`src/rtl/exp5_pkg.sv`:
```
// Shared constants for the exp5 memory game: control-unit state codes
// and the default timeout behaviour.
package exp5_pkg;

    localparam logic [3:0] INICIAL       = 4'h0;
    localparam logic [3:0] PREPARACAO    = 4'h1;
    localparam logic [3:0] ESPERA_JOGADA = 4'h2;
    localparam logic [3:0] REGISTRA      = 4'h4;
    localparam logic [3:0] COMPARACAO    = 4'h5;
    localparam logic [3:0] PROXIMO       = 4'h6;
    localparam logic [3:0] FIM_ACERTO    = 4'hA;
    localparam logic [3:0] FIM_TIMEOUT   = 4'hD;
    localparam logic [3:0] FIM_ERRO      = 4'hE;

    localparam bit TIMEOUT_EN_DEFAULT = 1'b1;

endpackage

```
`src/rtl/exp5_unidade_controle.sv`:
```
// Moore control unit for the exp5 memory game: sequences 16 plays through
// the datapath and reports win, wrong play or timeout.
module exp5_unidade_controle
    import exp5_pkg::*;
#(
    parameter bit TIMEOUT_EN = TIMEOUT_EN_DEFAULT
) (
    input  logic       clock,
    input  logic       reset,
    input  logic       iniciar,
    input  logic       jogada_feita,
    input  logic       igual,
    input  logic       fimC,
    input  logic       fimT,
    output logic       zeraC,
    output logic       contaC,
    output logic       zeraT,
    output logic       contaT,
    output logic       zeraR,
    output logic       registraR,
    output logic       pronto,
    output logic       acertou,
    output logic       errou,
    output logic       timeout,
    output logic [3:0] db_estado
);

    logic [3:0] estado;
    logic [3:0] proximo_estado;

    always_ff @(posedge clock) begin
        if (reset)
            estado <= INICIAL;
        else
            estado <= proximo_estado;
    end

    // A play arriving together with the timer expiry takes priority.
    always_comb begin
        proximo_estado = INICIAL;
        case (estado)
            INICIAL:       proximo_estado = iniciar ? PREPARACAO : INICIAL;
            PREPARACAO:    proximo_estado = ESPERA_JOGADA;
            ESPERA_JOGADA: begin
                if (jogada_feita)
                    proximo_estado = REGISTRA;
                else if (fimT && TIMEOUT_EN)
                    proximo_estado = FIM_TIMEOUT;
                else
                    proximo_estado = ESPERA_JOGADA;
            end
            REGISTRA:      proximo_estado = COMPARACAO;
            COMPARACAO: begin
                if (!igual)
                    proximo_estado = FIM_ERRO;
                else if (fimC)
                    proximo_estado = FIM_ACERTO;
                else
                    proximo_estado = PROXIMO;
            end
            PROXIMO:       proximo_estado = ESPERA_JOGADA;
            FIM_ACERTO:    proximo_estado = iniciar ? PREPARACAO : FIM_ACERTO;
            FIM_ERRO:      proximo_estado = iniciar ? PREPARACAO : FIM_ERRO;
            FIM_TIMEOUT:   proximo_estado = iniciar ? PREPARACAO : FIM_TIMEOUT;
            default:       proximo_estado = INICIAL;
        endcase
    end

    always_comb begin
        zeraC     = 1'b0;
        contaC    = 1'b0;
        zeraT     = 1'b0;
        contaT    = 1'b0;
        zeraR     = 1'b0;
        registraR = 1'b0;
        pronto    = 1'b0;
        acertou   = 1'b0;
        errou     = 1'b0;
        timeout   = 1'b0;
        case (estado)
            PREPARACAO: begin
                zeraC = 1'b1;
                zeraR = 1'b1;
                zeraT = 1'b1;
            end
            ESPERA_JOGADA: contaT = 1'b1;
            REGISTRA:      registraR = 1'b1;
            PROXIMO: begin
                contaC = 1'b1;
                zeraT  = 1'b1;
            end
            FIM_ACERTO: begin
                pronto  = 1'b1;
                acertou = 1'b1;
            end
            FIM_ERRO: begin
                pronto = 1'b1;
                errou  = 1'b1;
            end
            FIM_TIMEOUT: begin
                pronto  = 1'b1;
                timeout = 1'b1;
            end
            default: ;
        endcase
    end

    assign db_estado = estado;

endmodule

```
`config.mk`:
```
export PLATFORM = sky130hd
export DESIGN_NAME = exp5_unidade_controle
export DESIGN_NICKNAME = d
export VERILOG_FILES = /design/src/rtl/exp5_pkg.sv /design/src/rtl/exp5_unidade_controle.sv
export SDC_FILE = /design/constraint.sdc
export NUM_CORES = 1
export LEC_CHECK = 0
export BUFFER_PORTS_ARGS = -buffer_cell sky130_fd_sc_hd__buf_2
export CAP_MARGIN = 25
export CORE_AREA = 2 2 39 41
export CTS_BUF_LIST = sky130_fd_sc_hd__clkbuf_16
export DETAILED_ROUTE_END_ITERATION = 7
export DIE_AREA = 0 0 41 43
export PLACE_DENSITY = 0.64
export SYNTH_ARGS = -nofsm -noshare
export SYNTH_HDL_FRONTEND = slang
export SYNTH_SLANG_ARGS = --single-unit
```
`constraint.sdc`:
```
create_clock -name clock -period 2.9 [get_ports clock]
set_input_delay 0.58 -clock clock [delete_from_list [all_inputs] [get_ports clock]]
set_output_delay 0.58 -clock clock [all_outputs]
set_load 0.02 [all_outputs]
```
==> out/qor.csv <==
metric;value;unit
powerDensity;631;nW/µm²
die_width;41;µm
min_to;db_estado[0]$_SDFF_PP0_;
drive_above_1_share;40.3;%
slew_viol_final;0;
synth_seq_area_share;20.1;%
postCtsSetupBuffers;0;
timing_worst_slew_pin_value;421;ps
timing.max_slew.rel_slack;71.9;%
total_vias_in_the_final_route;441;
remaining_drc_errors;0;
finish.cell_count_without_fillers;83;
post_cts_resize_count;0;
syn2layout_area_growth;37.7;%
leakage;0.000243;µW
cts_made_buffers;3;
critical_path_class;reg2out;
grt_first_pass_wirelength;1.55;mm
type_of_origin_of_the_critical_path;register;
cell_rows;14;
pwr-share-seq;20.7;%
diodes;0;
switching_power;84.9;µW
grt_max_degree;14;
cts-root-buf;sky130_fd_sc_hd__clkbuf_16;
final_util;39.6;%
synth_cell_type_count;24;
route.met2.wl;414;µm
die_span_in_y;43;µm
clock.fmax;502;MHz
first_iter_violations;15;
holdPathStages;2;
final.setup.tns;0;ps
wl_met1;474;µm
intPower;261;µW
clkPwrFrac;61.8;%
timing.reg2reg.worst_path_depth;3;
combPwrFrac;17.5;%
timing_hold_violations_final;0;
cell_count_after_synthesis;49;
clk_latency;220;ps
largest_register_ff_count;4;
hold_class;in2reg;
routed-wl-met3;115;µm
ir_worst_vdd;441;µV
core_region_area;1380;µm²
syn_area;398;µm²
io_buffers;20;
antenna_violating_nets_post_route;0;
post-dp-hpwl;739;µm
critical_path.reg2reg.endpoint;db_estado[2]$_SDFF_PP0_;
result_of_the_run;finished, final reports clean;
tritoncts;yes;
htree_num_levels;1;
number_of_global_route_vias_before_repair;340;
setup_violations;0;
setup.reg_to_reg.worst_slack;1400;ps
start_util;28.8;%
timing.max_cap.violations;0;
worstPathMaxFanout;13;
hold_buffers;0;
ios;21;
postPlaceCellArea;473;µm²
final_worst_clock_skew;4.45;ps
synth.avg_cell_area;8.12;µm²
globalplace.congestion;0.821;
rsz_0062_raised_after_global_routing;no;
drt-pass1-iter-count;4;
required;2320;ps
grt_antenna_before_repair;0;
routed_via_density;5.31;
final_min_period_over_clock_period;68.7;%
cts_num_sinks;4;
timing.critical_path.to_type;output port;
final_design_area_no_fill;548;µm²
flip_flop_and_latch_count_after_synthesis;4;
final_routed_wirelength;1.00;mm
design.final.nets;76;
fillerInstances;145;
cts.clk_slew.worst_paths;30;ps
mappedNetlistNets;56;
route.detailed.wl_per_inst;12.1;µm
final_global_route_overflow_total;0;
period_needed;1990;ps
worst_hold_startpoint;reset;
highest-signal-layer;met3;
cts-root-to-sink-buffers;2;
grt_usage;13.1;%
die-area;1760;µm²
regToRegStartpoint;db_estado[0]$_SDFF_PP0_;
arrival;1410;ps
yosys_warnings;0;
switching_share;24.5;%
dp.cells;80;
placed cells by master (no fill, tap or decap), types with 2 or more instances in the layout:
| master | n |
|---|---|
| sky130_fd_sc_hd__buf_2 | 20 |
| sky130_fd_sc_hd__nor2_1 | 5 |
| sky130_fd_sc_hd__nor3_1 | 4 |
| sky130_fd_sc_hd__o21ai_0 | 4 |
| sky130_fd_sc_hd__dfxtp_1 | 4 |
| sky130_fd_sc_hd__a311oi_1 | 3 |
| sky130_fd_sc_hd__clkbuf_16 | 3 |
| sky130_fd_sc_hd__nand2_1 | 2 |
| sky130_fd_sc_hd__nand2b_1 | 2 |
| sky130_fd_sc_hd__nand3b_1 | 2 |
| sky130_fd_sc_hd__inv_1 | 2 |
| sky130_fd_sc_hd__a211o_1 | 2 |
| sky130_fd_sc_hd__and2b_2 | 2 |
| sky130_fd_sc_hd__and3b_1 | 2 |
power groups by stage:
stage | Combinational, µW | Clock (µW) | Sequential, µW
after global routing | 66.7 | 221 | 73.2
after floorplan | 51.0 | 0 | 67.8
after CTS | 60.7 | 216 | 71.3
final | 60.6 | 214 | 71.4
after detailed placement | 60.3 | 0 | 72.1
after global placement | 60.7 | 0 | 71.8
worst max path at each step:
stage,from,to,slack (ps),cells after the start
floorplan,db_estado[0]$_SDFF_PP0_,zeraR,920,3
global placement,db_estado[0]$_SDFF_PP0_,zeraR,1200,3
detailed placement,db_estado[0]$_SDFF_PP0_,zeraR,1160,3
CTS,db_estado[0]$_SDFF_PP0_,zeraR,930,3
global route,db_estado[0]$_SDFF_PP0_,zeraC,750,3
finish,db_estado[0]$_SDFF_PP0_,zeraR,910,3
per-layer routing:
metal | up-vias | GRT usage (%)
met4 | 0 | 2.00
li1 | 220 | -
met1 | 196 | 19.2
met5 | - | 0
met3 | 0 | 7.85
met2 | 25 | 16.6
through the flow:
| step | total power [µW] | hold WS [ps] | setup slack [ps] |
|---|---|---|---|
| detailed placement | 132 | 696 | 1160 |
| finish | 346 | 566 | 908 |
| global route | 361 | 585 | 751 |
| floorplan | 119 | 652 | 918 |
| CTS | 348 | 559 | 925 |
| global placement | 133 | 711 | 1200 |
worst max-delay path, stage by stage (launching register included):
cell	delay, ps
sky130_fd_sc_hd__dfxtp_1	550
sky130_fd_sc_hd__nand2b_1	230
sky130_fd_sc_hd__nor3_1	210
sky130_fd_sc_hd__buf_2	200
final cells by class:
| cell class | count | area [µm²] | area share, % |
|---|---|---|---|
| flip-flops and latches | 4 | 80.1 | 14.6 |
| well taps | 16 | 20.0 | 3.65 |
| repair buffers | 20 | 100 | 18.3 |
| inverters | 2 | 7.51 | 1.37 |
| clock buffers | 3 | 75.1 | 13.7 |
| multi-input cells | 38 | 265 | 48.4 |
Yosys cell counts:
| cell type | number | area [µm²] |
|---|---|---|
| sky130_fd_sc_hd__a311oi_1 | 3 | 26.3 |
| sky130_fd_sc_hd__nand2_1 | 2 | 7.51 |
| sky130_fd_sc_hd__dfxtp_1 | 4 | 80.1 |
| sky130_fd_sc_hd__a311o_1 | 1 | 10.0 |
| sky130_fd_sc_hd__nand2b_2 | 1 | 8.76 |
| sky130_fd_sc_hd__buf_4 | 3 | 22.5 |
| sky130_fd_sc_hd__nor3_1 | 4 | 20.0 |
| sky130_fd_sc_hd__o21a_1 | 1 | 7.51 |
| sky130_fd_sc_hd__a211oi_1 | 1 | 7.51 |
| sky130_fd_sc_hd__a21boi_0 | 1 | 7.51 |
| sky130_fd_sc_hd__nand3b_1 | 2 | 15.0 |
| sky130_fd_sc_hd__o22ai_1 | 1 | 6.26 |
| sky130_fd_sc_hd__nand2b_1 | 2 | 12.5 |
| sky130_fd_sc_hd__a211o_1 | 2 | 17.5 |
| sky130_fd_sc_hd__and3b_1 | 2 | 17.5 |
| sky130_fd_sc_hd__inv_1 | 2 | 7.51 |
| sky130_fd_sc_hd__a2bb2oi_1 | 1 | 8.76 |
| sky130_fd_sc_hd__a21oi_1 | 1 | 5.00 |
| sky130_fd_sc_hd__o211ai_1 | 1 | 7.51 |
| sky130_fd_sc_hd__and2b_2 | 2 | 17.5 |
| sky130_fd_sc_hd__buf_6 | 2 | 22.5 |
| sky130_fd_sc_hd__o21ai_0 | 4 | 20.0 |
| sky130_fd_sc_hd__nor2_1 | 5 | 18.8 |
| sky130_fd_sc_hd__nor4b_4 | 1 | 23.8 |
cells by family (layout without fill, tap and decap cells):
group                  after synthesis  after routing  synth area share (%)
DFF                                  4              4                  20.1
and+or+nand+nor                     21             21                  35.5
buffers and inverters                7             25                  13.2
AOI/OAI and AO/OA                   17             17                  31.1
Power figures use the tool's default switching activity.
